[src/rtl/uart_pkg.sv]
// rtl/uart_pkg.sv - shared UART state encoding and default frame constants
package uart_pkg;

    localparam int OVERSAMPLE_DEFAULT = 16;
    localparam int DATA_BITS_DEFAULT  = 8;

    typedef enum logic [2:0] {
        IDLE,
        START,
        DATA,
        STOP,
        BREAK_WAIT
    } uart_state_t;

endpackage

[src/rtl/uart_rx_sync.sv]
// rtl/uart_rx_sync.sv - two-flop synchroniser for the asynchronous RX pin, resets to idle-high
module uart_rx_sync (
    input  logic sys_clk,
    input  logic reset_n,
    input  logic rx,
    output logic rx_s
);

    logic rx_meta;

    always_ff @(posedge sys_clk) begin
        if (!reset_n) begin
            rx_meta <= 1'b1;
            rx_s    <= 1'b1;
        end else begin
            rx_meta <= rx;
            rx_s    <= rx_meta;
        end
    end

endmodule

[src/rtl/uart_rx.sv]
// rtl/uart_rx.sv - 8N1 UART receiver with oversampled mid-bit sampling and framing-error detection
module uart_rx
    import uart_pkg::*;
#(
    parameter int OVERSAMPLE = OVERSAMPLE_DEFAULT,
    parameter int DATA_BITS  = DATA_BITS_DEFAULT
) (
    input  logic       sys_clk,
    input  logic       reset_n,
    input  logic       RX,
    output logic [7:0] data_out,
    output logic       data_ready,
    output logic       data_corrupted
);

    localparam int TW = $clog2(OVERSAMPLE);
    localparam logic [TW-1:0] HALF_LAST = TW'(OVERSAMPLE / 2 - 1);
    localparam logic [TW-1:0] FULL_LAST = TW'(OVERSAMPLE - 1);
    localparam logic [2:0]    LAST_BIT  = 3'(DATA_BITS - 1);

    logic        rx_s;
    uart_state_t state, state_next;
    logic [TW-1:0] tick, tick_next;
    logic [2:0]  bit_idx, bit_idx_next;
    logic [7:0]  shift, shift_next;
    logic [7:0]  data_out_next;
    logic        ready_next, corrupted_next;

    uart_rx_sync u_sync (
        .sys_clk (sys_clk),
        .reset_n (reset_n),
        .rx      (RX),
        .rx_s    (rx_s)
    );

    always_ff @(posedge sys_clk) begin
        if (!reset_n) begin
            state          <= IDLE;
            tick           <= '0;
            bit_idx        <= '0;
            shift          <= '0;
            data_out       <= '0;
            data_ready     <= 1'b0;
            data_corrupted <= 1'b0;
        end else begin
            state          <= state_next;
            tick           <= tick_next;
            bit_idx        <= bit_idx_next;
            shift          <= shift_next;
            data_out       <= data_out_next;
            data_ready     <= ready_next;
            data_corrupted <= corrupted_next;
        end
    end

    always_comb begin
        state_next     = state;
        tick_next      = tick;
        bit_idx_next   = bit_idx;
        shift_next     = shift;
        data_out_next  = data_out;
        ready_next     = 1'b0;
        corrupted_next = 1'b0;

        unique case (state)
            IDLE: begin
                if (!rx_s) begin
                    state_next = START;
                    tick_next  = '0;
                end
            end
            START: begin
                // Re-check the line half a bit in; a high here means the low was a glitch.
                if (tick == HALF_LAST) begin
                    tick_next    = '0;
                    bit_idx_next = '0;
                    state_next   = rx_s ? IDLE : DATA;
                end else begin
                    tick_next = tick + 1'b1;
                end
            end
            DATA: begin
                if (tick == FULL_LAST) begin
                    tick_next           = '0;
                    shift_next[bit_idx] = rx_s;
                    bit_idx_next        = bit_idx + 1'b1;
                    if (bit_idx == LAST_BIT) begin
                        state_next = STOP;
                    end
                end else begin
                    tick_next = tick + 1'b1;
                end
            end
            STOP: begin
                if (tick == FULL_LAST) begin
                    tick_next = '0;
                    if (rx_s) begin
                        data_out_next = shift;
                        ready_next    = 1'b1;
                        state_next    = IDLE;
                    end else begin
                        corrupted_next = 1'b1;
                        state_next     = BREAK_WAIT;
                    end
                end else begin
                    tick_next = tick + 1'b1;
                end
            end
            BREAK_WAIT: begin
                if (rx_s) begin
                    state_next = IDLE;
                end
            end
            default: state_next = IDLE;
        endcase
    end

endmodule

[config.mk]
export PLATFORM = sky130hd
export DESIGN_NAME = uart_rx
export DESIGN_NICKNAME = d
export VERILOG_FILES = /design/src/rtl/uart_pkg.sv /design/src/rtl/uart_rx_sync.sv /design/src/rtl/uart_rx.sv
export SDC_FILE = /design/constraint.sdc
export NUM_CORES = 1
export LEC_CHECK = 0
export ABC_AREA = 1
export CAP_MARGIN = 30
export CORE_ASPECT_RATIO = 2
export CORE_UTILIZATION = 40
export DETAILED_ROUTE_END_ITERATION = 8
export PLACE_DENSITY = 0.64
export SLEW_MARGIN = 5
export SYNTH_ARGS = -nofsm -noshare
export SYNTH_HDL_FRONTEND = slang
export SYNTH_SLANG_ARGS = --single-unit
[constraint.sdc]
create_clock -name sys_clk -period 2.6 [get_ports sys_clk]
set_input_delay 0.26 -clock sys_clk [delete_from_list [all_inputs] [get_ports sys_clk]]
set_output_delay 0.26 -clock sys_clk [all_outputs]
set_load 0.05 [all_outputs]
==> results of run 1 <==
## layout by cell type (no fill, tap or decap), drive strengths merged
master,synthesis,routed
nand2,40,40
nor2,33,33
dfxtp,30,30
inv,26,26
a21oi,19,19
nand3,13,13
o21ai,13,13
clkdlybuf4s50,0,12
clkbuf,2,5
nor3,3,3
nand4,3,3
ha,3,3
or2,2,2
clkinv,0,2
o21bai,2,2
a31oi,1,1
xor2,1,1
bufinv,0,1
buf,3,1
## metal layers
metal	vias up	wire length, um	share of wire (%)	GRT usage, %
li1	649	-	-	-
met1	549	1085	37	16.51
met2	22	1666	57	34.19
met3	8	71	2.4	4.000
met4	0	86	3.0	10.47
met5	-	0	0	0
## worst max path at each step
stage                            from          end  slack [ns]  depth (start not counted)
final                     data_out[3]  data_out[3]        0.93                          1
after global routing          tick[0]     shift[1]        0.82                          8
after CTS                 data_out[3]  data_out[3]        0.91                          1
after detailed placement      tick[0]     shift[1]        1.01                          8
after global placement        tick[0]  data_out[5]        1.05                          6
after floorplan               tick[0]  data_out[0]        1.24                          7
## logic make-up (layout without fill, tap and decap cells)
group	count (synthesis)	after routing	synth area share (%)
simple gates	94	94	31.40
compound gates	35	35	13.20
buf+inv	31	47	9.278
flops	30	30	42.82
fa+ha+maj	3	3	2.676
xor+xnor	1	1	0.6246
## cell type report
| cell class | count | area, um^2 |
|---|---|---|
| Inverter | 26 | 97.59 |
| Timing Repair Buffer | 13 | 127.6 |
| Fill cell | 354 | 1732 |
| Multi-Input combinational cell | 133 | 671.9 |
| Clock buffer | 5 | 68.82 |
| Clock inverter | 3 | 40.04 |
| Sequential cell | 30 | 600.6 |
| Tap cell | 32 | 40.04 |
## power breakdown
group          internal [mW]  switching (mW)  total, mW
Clock                  0.282           0.180      0.462
Sequential             0.494          0.0425      0.537
Combinational          0.111           0.213      0.324
## registers in the layout (all words and copies together) (netlist names)
| register | flops |
|---|---|
| data_out | 8 |
| shift | 8 |
| tick | 4 |
| bit_idx | 3 |
| state | 3 |
| data_corrupted | 1 |
| data_ready | 1 |
| u_sync.rx_meta | 1 |
| u_sync.rx_s | 1 |
## metrics by stage
| step | instance area, um^2 | setup slack (ns) |
|---|---|---|
| floorplan | 1403 | 1.243 |
| global placement | 1538 | 1.048 |
| detailed placement | 1538 | 1.009 |
| CTS | 1647 | 0.9122 |
| global route | 1647 | 0.8249 |
| finish | 1647 | 0.9286 |
==> metrics.txt, run 1 <==
Netlist cell types=27; synthesized cell area=1403 um^2; weighted congestion reported at the end of routability-driven placement=0.9113; IO Count=13; largest fanout on the critical path=2; Clock Sinks=30; worst reg2reg path depth=8; setup repair after global routing missed its margin=false; Die X-Extent=43.87 um; measured slew at the worst slew-check pin=0.4973 ns; Setup crit start kind=register; startpoint of the worst-slack reg-to-reg timing path=tick[0]; Yosys top cell by area=sky130_fd_sc_hd__dfxtp_1; post-route ant nets=0; largest stage delay on the critical path=0.80 ns; worst clock skew=0.004039 ns; required time of the critical path=2.34 ns; detailed-placement wirelength estimate=around 2.2 mm; post-cts repair resize count=0; result of the run=finished, final reports clean; share of flip-flops with an asynchronous set or reset=0%; via count of the first global-routing pass=1172; buffers plus inverters on the worst setup path=1; Max IR drop VDD=0.0004517 V; antenna cell count=0; postcts setup bufs=0; Final Instance Count excl. Fillers=242; count of flip-flops with a built-in enable after synthesis=0; total of max-cap violations=0; Synth Warn #=0; clock transition at the registers of the reported paths=roughly 0.07 ns; Vias=1228; portion of the post-synthesis area used by sequential elements=42.82%; latest clock arrival within the worst-skew pair=0.28 ns; synthesis-to-layout area growth=17.40%; buffer cell driving the clock tree root=sky130_fd_sc_hd__clkbuf_8; maximum number of buffers from clock root to sink=2; number of detailed-route iterations in the first pass=6; starting utilization of the core area=between 40% and 50%; family of cells with the greatest summed delay on the critical path=buffers and inverters; power density over cell area=803.2 nW/um^2; proportion of layout cells with a drive suffix above 1=11.90%; vertical extent of the die=85.74 um; synth cell count leaders=sky130_fd_sc_hd__nand2_1 (36), sky130_fd_sc_hd__dfxtp_1 (30), sky130_fd_sc_hd__nor2_1 (28); largest cells by area after synthesis=sky130_fd_sc_hd__dfxtp_1 (43%), sky130_fd_sc_hd__nand2_1 (9.6%), sky130_fd_sc_hd__nor2_1 (7.5%); global-route wire length before repair=about 5 mm; shortest clock period the worst path allows after layout=1.671 ns; number of H-tree levels=2; placed cells=~230; global route overflow=0; Yosys top cell area share=between 40% and 50%; number of antenna violations at the first check in global routing=0; global-route usage over all layers=~18%; type of destination of the critical path=primary output; WS Path Type=reg -> out; Max Clk Rate=about 600 MHz; dominant synthesized flop cell=sky130_fd_sc_hd__dfxtp_1; placeable core area=~3400 um^2; Worst slew margin=66.74%; crit path DAT=about 1.4 ns; Pins Over Slew Limit=0; routed wire length=about 2.9 mm; FF-to-FF setup slack=1.00 ns; count of input and output buffers=12; worst hold start=u_sync.rx_meta; number of nets produced by synthesis=200; number of storage elements in the synthesis netlist=30; number of rows created at floorplan=30; average vias per placed instance=5.074; Final Hold Viols=0; type of the most critical hold path=reg -> reg; hold buffer count at CTS=0; total die area=between 3000 and 4000 um^2; total negative slack=0 ns; instance count of the mapped netlist=194; TritonCTS clock tree=done; wire per inst=about 12 um; cell type of the slowest stage on the worst timing path=sky130_fd_sc_hd__clkdlybuf4s50_1; Critical Path, Cell by Cell=clkdlybuf4s50_1; static leakage=0.6578 nW; Reg2Reg Capture Point=shift[1]; number of setup violations in the final report=0; cell with the most instances after synthesis=sky130_fd_sc_hd__nand2_1; drt initial violations=25; power after layout=1.322 mW; net total in the final layout=215; per-instance average area after synthesis=just over 7 um^2; portion of the clock cycle consumed by the worst path in the final layout=64.28%; largest net degree at the start of global routing=17; final cell utilization of the core=between 40 and 50%; number of buffers created by CTS=5; hold endpoint=u_sync.rx_s; number of DRC violations after detailed routing=0; Worst Hold Depth=1; Min Hold Slack=0.4287 ns
No activity file was read; power rests on OpenSTA's default activity.
==> run 2, diff against run 1 <==
- PLACE_DENSITY: 0.64 -> 0.66
- clock period: 2.6 -> 1.4 ns (I/O delays scaled with it)
==> metrics.txt, run 2 (synthesized netlist as in run 1, its figures left out) <==
total negative slack=0 ns (unchanged); starting utilization of the core area=41.52% (unchanged); number of H-tree levels=2 (unchanged); Final Hold Viols=0 (unchanged); type of destination of the critical path=register; Worst Hold Depth=1 (unchanged); worst clock skew=0.006793 ns (+0.002754 ns); number of rows created at floorplan=30 (unchanged); Worst slew margin=80.49% (+14 points); proportion of layout cells with a drive suffix above 1=29.13% (+17 points); static leakage=0.7769 nW (+18%); via count of the first global-routing pass=1271 (+8.4%); registers with the most flip-flops=data_out: 8 flops, shift: 8 flops, tick: 4 flops; number of antenna violations at the first check in global routing=0 (unchanged); global route overflow=0 (unchanged); Pins Over Slew Limit=0 (unchanged); worst reg2reg path depth=9 (+1); antenna cell count=0 (unchanged); placeable core area=3378 um^2 (unchanged); largest net degree at the start of global routing=17 (unchanged); Reg area=605.6 um^2 (+0.83%); average vias per placed instance=4.992 (-1.6%); weighted congestion reported at the end of routability-driven placement=0.8555 (-6.1%); hold endpoint=u_sync.rx_s; worst hold start=u_sync.rx_meta; setup repair after global routing missed its margin=true; power after layout=2.523 mW (+91%); synthesis-to-layout area growth=29.97%; total of max-cap violations=0 (unchanged); drt initial violations=45 (+80%); result of the run=finished, final reports clean; required time of the critical path=1.62 ns (-0.72 ns); Max Clk Rate=743.1 MHz; Reg2Reg Capture Point=state[2]; Max IR drop VDD=0.001087 V (+140%); number of detailed-route iterations in the first pass=6 (unchanged); largest fanout on the critical path=5 (+3); Vias=1308 (+6.5%); final cell utilization of the core=53.96% (+5.2 points); measured slew at the worst slew-check pin=0.2895 ns (-0.2078 ns); TritonCTS clock tree=done; Die X-Extent=43.87 um (unchanged); Non-Filler Cell Area, Final=1823 um^2 (+11%); power density over cell area=1384 nW/um^2 (+72%); crit path DAT=1.57 ns (+0.16 ns); Clock Sinks=30 (unchanged); hold buffer count at CTS=0 (unchanged); startpoint of the worst-slack reg-to-reg timing path=tick[2]; number of setup violations in the final report=0 (unchanged); placed cell areas=1660 um^2 (+8.0%); routed wire length=3.187 mm (+9.6%); total die area=3761 um^2 (unchanged); global-route wire length before repair=5.409 mm (+7.7%); Min Hold Slack=0.4038 ns (-0.02492 ns); IO Count=13 (unchanged); number of buffers created by CTS=5 (unchanged); WS Path Type=reg -> reg; count of input and output buffers=12 (unchanged); vertical extent of the die=85.74 um (unchanged); detailed-placement wirelength estimate=2.408 mm (+11%); latest clock arrival within the worst-skew pair=0.28 ns (about the same); buffer cell driving the clock tree root=sky130_fd_sc_hd__clkbuf_8; multi-input combinational cell area=719.4 um^2 (+7.1%); clock transition at the registers of the reported paths=0.07 ns (about the same); wire per inst=12.16 um (+1.2%); number of DRC violations after detailed routing=0 (unchanged); shortest clock period the worst path allows after layout=1.346 ns; FF-to-FF setup slack=0.05 ns (-0.95 ns); type of the most critical hold path=reg -> reg; net total in the final layout=235 (+9.3%); maximum number of buffers from clock root to sink=2 (unchanged); portion of the clock cycle consumed by the worst path in the final layout=96.12%; most frequent standard cell in the layout excluding fill and tap cells=sky130_fd_sc_hd__nand2_1; global-route usage over all layers=19.73% (+1.6 points); number of fill cells=337 (-4.8%); commonest cells after routing, fill and taps aside=sky130_fd_sc_hd__nand2_1 (35), sky130_fd_sc_hd__buf_4 (29), sky130_fd_sc_hd__dfxtp_1 (26), sky130_fd_sc_hd__inv_1 (24), sky130_fd_sc_hd__nor2_1 (23); post-route ant nets=0 (unchanged); Setup crit start kind=register
[run 2: cell types whose count changed in the layout (fill, tap and decap cells not counted), sizes merged]
cell and delta:
buf +30, clkinv -1, bufinv -1, clkbuf +2
clkdlybuf4s50 -10
[run 2: worst max-delay path by stage]
stage / from / endpoint / depth (start not counted)
after floorplan: tick[0] / data_out[0] / 7
after global placement: tick[0] / state[2] / 10
after detailed placement: tick[0] / data_out[3] / 6
after CTS: tick[1] / state[1] / 10
after global routing: tick[0] / state[2] / 10
final: tick[2] / state[2] / 9
[run 2: stage by stage]
| step | setup WS [ns] | std cells |
|---|---|---|
| 6_report | 0.05433 | 262 |
| 5_1_grt | -0.05292 | 262 |
| 4_1_cts | 0.004514 | 261 |
| 3_5_place_dp | -0.04420 | 252 |
| 3_3_place_gp | -0.01739 | 252 |
| 2_1_floorplan | 0.04317 | 194 |
[run 2: layout make-up]
class	count	area share, %
Clock buffer	7	4.736
Clock inverter	1	0.2745
Inverter	26	5.353
Multi-Input combinational cell	133	39.46
Sequential cell	30	33.22
Tap cell	32	2.196
Timing Repair Buffer	33	14.76
[run 2: where the power goes]
part,total [mW],switching [mW],internal (mW)
logic,0.816,0.476,0.340
clock network,0.715,0.319,0.396
registers,0.993,0.0676,0.925
[run 2: per-layer routing]
metal | GRT usage [%] | vias to the layer above | wire length (um)
li1 | - | 685 | -
met1 | 16.64 | 587 | 1103
met2 | 37.31 | 25 | 1863
met3 | 4.842 | 11 | 84
met4 | 13.50 | 0 | 136
met5 | 0 | - | 0
[run 2: critical path, stage by stage (launching register included)]
cell and delay, ns:
sky130_fd_sc_hd__dfxtp_1 0.47, sky130_fd_sc_hd__nand2_2 0.12, sky130_fd_sc_hd__nor2_4 0.15, sky130_fd_sc_hd__buf_6 0.12, sky130_fd_sc_hd__nand2_1 0.05, sky130_fd_sc_hd__nand2_2 0.06
sky130_fd_sc_hd__nand3_1 0.08, sky130_fd_sc_hd__nor2_2 0.11, sky130_fd_sc_hd__nor2_1 0.05, sky130_fd_sc_hd__nor2_1 0.09
[run 2: what timing repair did]
| item | 4_1_cts | 5_1_grt |
|---|---|---|
| pin swaps | 3 | 6 |
| resized for setup | 4 | 14 |
| endpoints found under the setup margin | 14 | 20 |
| setup buffers | 1 | 1 |
==> run 3, diff against run 2 <==
- SKIP_LAST_GASP: default -> 1
==> metrics.txt, run 3 (synthesized netlist as in run 1, its figures left out) <==
placed cell areas=1660 um^2 (unchanged); synthesis-to-layout area growth=29.62%; hold endpoint=u_sync.rx_s; type of the most critical hold path=reg -> reg; number of H-tree levels=2 (unchanged); power density over cell area=1382 nW/um^2 (-0.18%); worst clock skew=0.006514 ns (-0.0002793 ns); average vias per placed instance=5.008 (+0.31%); WS Path Type=reg -> reg; Pins Over Slew Limit=0 (unchanged); total of max-cap violations=0 (unchanged); Worst slew margin=80.49% (about the same); weighted congestion reported at the end of routability-driven placement=0.8555 (unchanged); number of detailed-route iterations in the first pass=6 (unchanged); Worst Hold Depth=1 (unchanged); number of rows created at floorplan=30 (unchanged); FF-to-FF setup slack=0.05 ns (about the same); maximum number of buffers from clock root to sink=2 (unchanged); latest clock arrival within the worst-skew pair=0.28 ns (about the same); drt initial violations=34 (-24%); number of DRC violations after detailed routing=0 (unchanged); wire per inst=12.08 um (-0.69%); worst hold start=u_sync.rx_meta; largest net degree at the start of global routing=17 (unchanged); count of input and output buffers=12 (unchanged); Die X-Extent=43.87 um (unchanged); hold buffer count at CTS=0 (unchanged); most frequent standard cell in the layout excluding fill and tap cells=sky130_fd_sc_hd__nand2_1; crit path DAT=1.57 ns (about the same); required time of the critical path=1.62 ns (about the same); power after layout=2.512 mW (-0.45%); shortest clock period the worst path allows after layout=1.346 ns (-0.00008190 ns); Max IR drop VDD=0.001065 V (-2.0%); post-route ant nets=0 (unchanged); placeable core area=3378 um^2 (unchanged); commonest cells after routing, fill and taps aside=sky130_fd_sc_hd__nand2_1 (35), sky130_fd_sc_hd__buf_4 (29), sky130_fd_sc_hd__dfxtp_1 (26), sky130_fd_sc_hd__inv_1 (24), sky130_fd_sc_hd__nor2_1 (23); Final Instance Count excl. Fillers=262 (unchanged); number of setup violations in the final report=0 (unchanged); starting utilization of the core area=41.52% (unchanged); net total in the final layout=235 (unchanged); global-route usage over all layers=19.73% (unchanged); Reg2Reg Capture Point=state[2]; registers with the most flip-flops=data_out: 8 flops, shift: 8 flops, tick: 4 flops; Setup crit start kind=register; post-layout worst setup margin=0.05441 ns (+0.00008190 ns); detailed-placement wirelength estimate=2.408 mm (unchanged); placed cells=252 (unchanged); Vias=1312 (+0.31%); Critical Path, Cell by Cell=nand2_2 -> nor2_4 -> buf_6 -> nand2_1 -> nand2_2 -> nand3_1 -> nor2_2 -> nor2_1 -> nor2_1; buffer cell driving the clock tree root=sky130_fd_sc_hd__clkbuf_8; Clock Sinks=30 (unchanged); largest fanout on the critical path=5 (unchanged); Non-Filler Cell Area, Final=1818 um^2 (-0.27%); final cell utilization of the core=53.81% (-0.15 points); number of antenna violations at the first check in global routing=0 (unchanged); via count of the first global-routing pass=1271 (unchanged); worst reg2reg path depth=9 (unchanged); IO Count=13 (unchanged); family of cells with the greatest summed delay on the critical path=simple AND/OR/NAND/NOR gates; total negative slack=0 ns (unchanged); antenna cell count=0 (unchanged); static leakage=0.7761 nW (-0.10%); global-route wire length before repair=5.409 mm (unchanged); buffers plus inverters on the worst setup path=1 (unchanged); measured slew at the worst slew-check pin=0.2895 ns (-0.000009656 ns); number of buffers created by CTS=5 (unchanged); Min Hold Slack=0.4041 ns (+0.0002620 ns); result of the run=finished, final reports clean; startpoint of the worst-slack reg-to-reg timing path=tick[2]; portion of the clock cycle consumed by the worst path in the final layout=96.11% (about the same); cell type of the slowest stage on the worst timing path=sky130_fd_sc_hd__dfxtp_1; Max Clk Rate=743.2 MHz (about the same); global route overflow=0 (unchanged); total die area=3761 um^2 (unchanged); setup repair after global routing missed its margin=true; Final Hold Viols=0 (unchanged); routed wire length=3.165 mm (-0.69%); TritonCTS clock tree=done; vertical extent of the die=85.74 um (unchanged); proportion of layout cells with a drive suffix above 1=29.13% (unchanged); worst setup slack before clock tree synthesis=-0.04420 ns (unchanged); largest stage delay on the critical path=0.47 ns (about the same); clock transition at the registers of the reported paths=0.07 ns (about the same); type of destination of the critical path=register
==> run 3: cell counts in the layout (fill, tap and decap cells not counted) <==
No cell type changed its count.
==> run 3: worst max-delay path by stage <==
stage               startpoint     endpoint  slack, ns  cells past startpoint
floorplan              tick[0]  data_out[0]       0.04                      7
global placement       tick[0]     state[2]      -0.02                     10
detailed placement     tick[0]  data_out[3]      -0.04                      6
CTS                    tick[1]     state[1]      0.005                     10
global route           tick[0]     state[2]      -0.05                     10
finish                 tick[2]     state[2]       0.05                      9
==> run 3: area by class of cell <==
cell class | count | area, um^2
inverters | 26 | 97.59
repair buffers | 33 | 269.0
flip-flops and latches | 30 | 605.6
clock buffers | 7 | 86.33
fillers | 336 | 1560
well taps | 32 | 40.04
multi-input cells | 133 | 714.4
clock inverters | 1 | 5.005
==> run 3: per-layer routing <==
| metal | vias to the layer above | share of wire (%) | track usage, % |
|---|---|---|---|
| li1 | 686 | - | - |
| met1 | 591 | 35 | 16.64 |
| met2 | 24 | 59 | 37.31 |
| met3 | 11 | 2.5 | 4.842 |
| met4 | 0 | 4.3 | 13.50 |
| met5 | - | 0 | 0 |
==> run 3: report_power, final <==
group          internal (mW)  switching (mW)
combinational          0.336           0.475
sequential             0.925          0.0623
clock                  0.396           0.318
total                   1.66           0.855
==> run 3: timing repair <==
item	in CTS	in global routing
setup buffers	1	1
gates resized for setup	4	12
pin swaps	3	6
endpoints found under the setup margin	14	20
hold endpoints to repair	0	0
